`src/rtl/mul16_sequencer.sv`:
```
// ---------------------------------------------------------------------------
// mul16_sequencer
//   Multi-cycle unsigned shift-and-add multiplier. One shared WIDTH-bit ripple
//   adder built from full_adder cells is stepped through WIDTH iterations to
//   form a 2*WIDTH-bit product.
//
//   Ports:
//     clk      in   system clock, rising-edge
//     rst_n    in   asynchronous active-low reset
//     start    in   request, sampled in IDLE or DONE
//     a        in   WIDTH    multiplicand, captured on the accepting edge
//     b        in   WIDTH    multiplier, captured on the accepting edge
//     busy     out  high while in RUN
//     done     out  one-cycle pulse, product new and valid
//     product  out  2*WIDTH  last completed result
//
//   state  | meaning
//   -------+----------------------------------------------------------
//   IDLE   | waiting for start
//   RUN    | one add-and-shift iteration per cycle, WIDTH cycles
//   DONE   | product just updated; start here chains the next operation
// ---------------------------------------------------------------------------

module full_adder (
    input  logic x,
    input  logic y,
    input  logic ci,
    output logic s,
    output logic co
);
    assign s  = x ^ y ^ ci;
    assign co = (x & y) | (ci & (x ^ y));
endmodule

// WIDTH-bit ripple-carry adder; carry-out is returned as sum[WIDTH].
module ripple_adder #(
    parameter int WIDTH = 16
) (
    input  logic [WIDTH-1:0] x,
    input  logic [WIDTH-1:0] y,
    output logic [WIDTH:0]   sum
);
    logic [WIDTH:0] carry;

    assign carry[0] = 1'b0;

    genvar i;
    generate
        for (i = 0; i < WIDTH; i++) begin : g_bit
            full_adder u_fa (
                .x  (x[i]),
                .y  (y[i]),
                .ci (carry[i]),
                .s  (sum[i]),
                .co (carry[i+1])
            );
        end
    endgenerate

    assign sum[WIDTH] = carry[WIDTH];
endmodule

module mul16_sequencer #(
    parameter int WIDTH = 16
) (
    input  logic                 clk,
    input  logic                 rst_n,
    input  logic                 start,
    input  logic [WIDTH-1:0]     a,
    input  logic [WIDTH-1:0]     b,
    output logic                 busy,
    output logic                 done,
    output logic [2*WIDTH-1:0]   product
);
    localparam int CW = (WIDTH > 1) ? $clog2(WIDTH) : 1;
    localparam logic [CW-1:0] LAST = CW'(WIDTH - 1);

    typedef enum logic [1:0] {
        S_IDLE = 2'd0,
        S_RUN  = 2'd1,
        S_DONE = 2'd2
    } state_t;

    state_t state, state_nx;

    logic [WIDTH-1:0] mcand;
    logic [WIDTH-1:0] h;
    logic [WIDTH-1:0] l;
    logic [CW-1:0]    count;

    logic             load;
    logic             step;
    logic             last;

    logic [WIDTH-1:0] addend;
    logic [WIDTH:0]   sum;

    assign addend = l[0] ? mcand : '0;

    ripple_adder #(.WIDTH(WIDTH)) u_add (
        .x   (h),
        .y   (addend),
        .sum (sum)
    );

    always_ff @(posedge clk or negedge rst_n) begin
        if (!rst_n) begin
            state <= S_IDLE;
        end else begin
            state <= state_nx;
        end
    end

    always_comb begin
        state_nx = state;
        load     = 1'b0;
        step     = 1'b0;
        last     = 1'b0;
        busy     = 1'b0;
        done     = 1'b0;
        case (state)
            S_IDLE: begin
                if (start) begin
                    load     = 1'b1;
                    state_nx = S_RUN;
                end
            end
            S_RUN: begin
                busy = 1'b1;
                step = 1'b1;
                if (count == LAST) begin
                    last     = 1'b1;
                    state_nx = S_DONE;
                end
            end
            S_DONE: begin
                done = 1'b1;
                if (start) begin
                    load     = 1'b1;
                    state_nx = S_RUN;
                end else begin
                    state_nx = S_IDLE;
                end
            end
            default: begin
                state_nx = S_IDLE;
            end
        endcase
    end

    // Datapath: the carry-out (sum[WIDTH]) shifts into the top of h so the
    // full 2*WIDTH-bit result is exact.
    always_ff @(posedge clk or negedge rst_n) begin
        if (!rst_n) begin
            mcand   <= '0;
            h       <= '0;
            l       <= '0;
            count   <= '0;
            product <= '0;
        end else if (load) begin
            mcand <= a;
            h     <= '0;
            l     <= b;
            count <= '0;
        end else if (step) begin
            h     <= sum[WIDTH:1];
            l     <= {sum[0], l[WIDTH-1:1]};
            count <= count + CW'(1);
            if (last) begin
                product <= {sum[WIDTH:1], sum[0], l[WIDTH-1:1]};
            end
        end
    end

endmodule
```
`config.mk`:
```
export PLATFORM = sky130hd
export DESIGN_NAME = mul16_sequencer
export DESIGN_NICKNAME = d
export VERILOG_FILES = /design/src/rtl/mul16_sequencer.sv
export SDC_FILE = /design/constraint.sdc
export NUM_CORES = 1
export LEC_CHECK = 0
export BUFFER_PORTS_ARGS = -buffer_cell sky130_fd_sc_hd__buf_4
export CORE_MARGIN = 2
export CORE_UTILIZATION = 48
export CTS_CLUSTER_SIZE = 12
export DETAILED_ROUTE_END_ITERATION = 12
export PLACE_DENSITY = 0.7
export SYNTH_ARGS = -nofsm -noshare
export SYNTH_HDL_FRONTEND = slang
export SYNTH_SLANG_ARGS = --single-unit
```
`constraint.sdc`:
```
create_clock -name clk -period 10.6 [get_ports clk]
set_input_delay 1.06 -clock clk [delete_from_list [all_inputs] [get_ports clk]]
set_output_delay 1.06 -clock clk [all_outputs]
set_load 0.03 [all_outputs]
```
==> key figures <==
Placed design
  – # port buffers: 68
  – Gpl congestion: 0.755
  – Placed cell area: 4320 µm²
  – Post-DP HPWL: 4.98 mm

Worst setup path
  – R2R cell count: 19
  – Crit-path leading delay family: adder cells
  – Required @ worst endpoint: 10.80 ns
  – Worst Path Arrival: 7.99 ns
  – CP max stage delay: 0.62 ns
  – Crit-path cells: and2_1 > ha_1 > inv_1 > fa_1 > fa_1 > fa_1 > fa_1 > fa_1 > fa_1 > fa_1 > fa_1 > fa_1 > fa_1 > fa_1 > fa_1 > fa_1 > fa_1 > fa_1 > o2bb2ai_1
  – Worst Path Buf+Inv: 1
  – Crit-path max FO: 17
  – Cell repeated most along the worst path: fa_1
  – Critical path depth: 19
  – CP Launch Type: flop
  – CP Capture Type: flop
  – Slowest CP cell: dfrtp_1
  – WS Path Type: reg -> reg

Logic synthesis
  – Synth top area share: between 50% and 60%
  – Yosys warnings: 0
  – Yosys reg bits: 86
  – Async SR Flop Fraction: 100%
  – Register area share after synthesis: between 50 and 60%
  – Synth cell types: 29
  – Area leader, netlist: dfrtp_1
  – Net count after synthesis: 403
  – Number of synthesized flops with an enable pin: 0
  – Synth Instances: 351
  – Mean post-synth cell area: 10.8 µm²
  – Mapped Area: approximately 3800 µm²
  – Post-synth top flop: dfrtp_1
  – Top cells by area, synth: dfrtp_1 (57%), nand2_1 (9.5%), fa_1 (8.0%)

Cells and area
  – Nets: 462
  – Filler Cells Inserted: 684
  – Share of layout cells above drive strength 1: between 20% and 30%
  – Final instance area: about 4500 µm²
  – ANT cells: 0
  – Multi-input logic area: between 1000 and 1500 µm²
  – P&R area growth vs syn: 19.8%
  – Final core utilization: 58.8%
  – Area occupied by registers: 2150 µm²

Die
  – Core Region: just under 8000 µm²
  – Die width: 92.7 µm
  – Row count: 32
  – I/O pin cnt: between 60 and 70
  – Die Span Y: 92.7 µm
  – Die area: 8590 µm²
  – Initial Utilization: 49.1%

Timing
  – Count of final hold-check violations: 0
  – Final Critical Period: approximately 8 ns
  – Final setup viols: 0
  – RSZ-0062 raised after global routing: false
  – Clock skew: roughly 0.0089 ns
  – Slew margin rel.: 31.2%
  – Setup_tns: 0 ns
  – Max Fclk: 128 MHz
  – Final period utilization: 73.5%
  – Worst-Margin Slew: 1.03 ns
  – Final Slew Violations: 0

Drt
  – Initial DRC count: between 100 and 150
  – DR WL/cell: 14.7 µm
  – Via-to-Cell Ratio: 5.10
  – ANT nets after route: 0
  – Post-Route WL: 7.58 mm
  – DRC: 0
  – Pre-antenna DRT Iters: 4
  – Vias: 2637

Clocking
  – Clk slew on worst S/H paths: 0.08 ns
  – CTS tree: built
  – Worst skew pair latency: 0.36 ns
  – CTS Sinks: 86
  – Hold-fix buffers, CTS: 0
  – Htree depth: 3
  – Post_cts resized: 0
  – Setup Fix Bufs, Post-CTS: 0
  – Maximum buffer depth of the clock tree: 2
  – Inserted Clock Buffers: 9
  – Root buffer cell: clkbuf_8

Power and ir drop
  – Pwr/cell area: 340 nW/µm²
  – Peak supply drop: about 0.11 mV
  – Pleak: 0.00208 µW

Global routing
  – Global route overflow: 0
  – Initial antenna violation count: 0
  – Total GRT Usage: roughly 20%
  – Largest net degree at the start of global routing: 87
  – First-pass GRT wire length: 13.0 mm
  – Vias in the first global route: 2680

Hold path
  – Worst hold path class: reg -> reg
  – Cells on Worst Hold Path: 2

Outcome
  – Outcome: finished clean

Flow run
  – Max-cap viol count: 0
==> tightest hold or removal path, cell delays in order, from the launching register on <==
cell     delay, ns
dfrtp_1       0.34
nand2_1       0.05
nand2_1       0.06
==> registers in the layout, indices dropped and copies added, names as in the netlist <==
signal	flops
product	32
l	16
mcand	16
state	2
h	16
count	4
==> kinds of logic (layout without fill, tap and decap cells) <==
family / after synthesis / count (layout) / synth area share [%]
compound gates: 69 / 69 / 11.4
fa+ha+maj: 17 / 17 / 8.61
mux: 17 / 17 / 5.30
buf+inv: 41 / 105 / 4.84
simple gates: 121 / 121 / 12.8
flops: 86 / 86 / 57.0
==> layer usage <==
layer	GRT usage [%]	vias up	wire length, µm	share of wire [%]
li1	-	1272	-	-
met1	26.0	1296	3450	45
met2	32.1	60	3630	48
met3	3.99	9	379	5.0
met4	8.09	0	129	1.7
met5	0	-	0	0
==> layout make-up <==
type	instances	share of cell area [%]
Clock buffer	11	3.13
Clock inverter	5	1.30
Inverter	19	1.58
Multi-Input combinational cell	224	32.0
Sequential cell	86	47.6
Tap cell	102	2.82
Timing Repair Buffer	70	11.6
==> power by group <==
part           switching, µW  internal (µW)
registers                104            494
clock network            114            115
logic                    431            281
==> synth_stat cells (2+ instances only) <==
library cell / number
a22oi_1: 2
nand2_1: 96
nor2_1: 13
o21ai_0: 35
mux2_2: 12
mux2_4: 3
fa_1: 15
a31oi_1: 13
buf_6: 3
ha_1: 2
inv_1: 18
o2bb2ai_1: 16
nand3_1: 3
mux2i_1: 2
dfrtp_1: 86
nand2b_1: 2
nor2b_1: 2
buf_2: 5
clkbuf_1: 13
==> placed cells by master (no fill, tap or decap), drive strengths merged, types with 3 or more instances in the layout <==
| cell | n |
|---|---|
| a31oi | 13 |
| buf | 70 |
| clkbuf | 11 |
| clkinv | 3 |
| dfrtp | 86 |
| fa | 15 |
| inv | 18 |
| mux2 | 15 |
| nand2 | 96 |
| nand3 | 4 |
| nor2 | 14 |
| o21ai | 35 |
| o2bb2ai | 16 |
==> path summary, 6_finish.rpt <==
kind / startpoint / end / slack (ns)
worst max-delay path: l[0] / h[14] / 2.81
worst min-delay path: mcand[0] / mcand[0] / 0.48
worst max register to register: l[0] / h[14] / 2.81
worst min register to register: mcand[0] / mcand[0] / 0.48
max in group asynchronous: rst_n / l[9] / 9.06
min in group asynchronous: rst_n / l[13] / 0.88
==> metrics by stage <==
stage | cells | hold slack, ns | setup slack [ns] | total power, µW
4_1_cts | 517 | 0.486 | 2.75 | 1560
3_3_place_gp | 501 | 0.462 | 2.87 | 1300
3_5_place_dp | 501 | 0.468 | 2.78 | 1330
2_1_floorplan | 351 | 0.438 | 3.07 | 1090
6_report | 517 | 0.477 | 2.81 | 1540
5_1_grt | 517 | 0.510 | 2.45 | 1670
No activity file was read; power rests on OpenSTA's default activity.
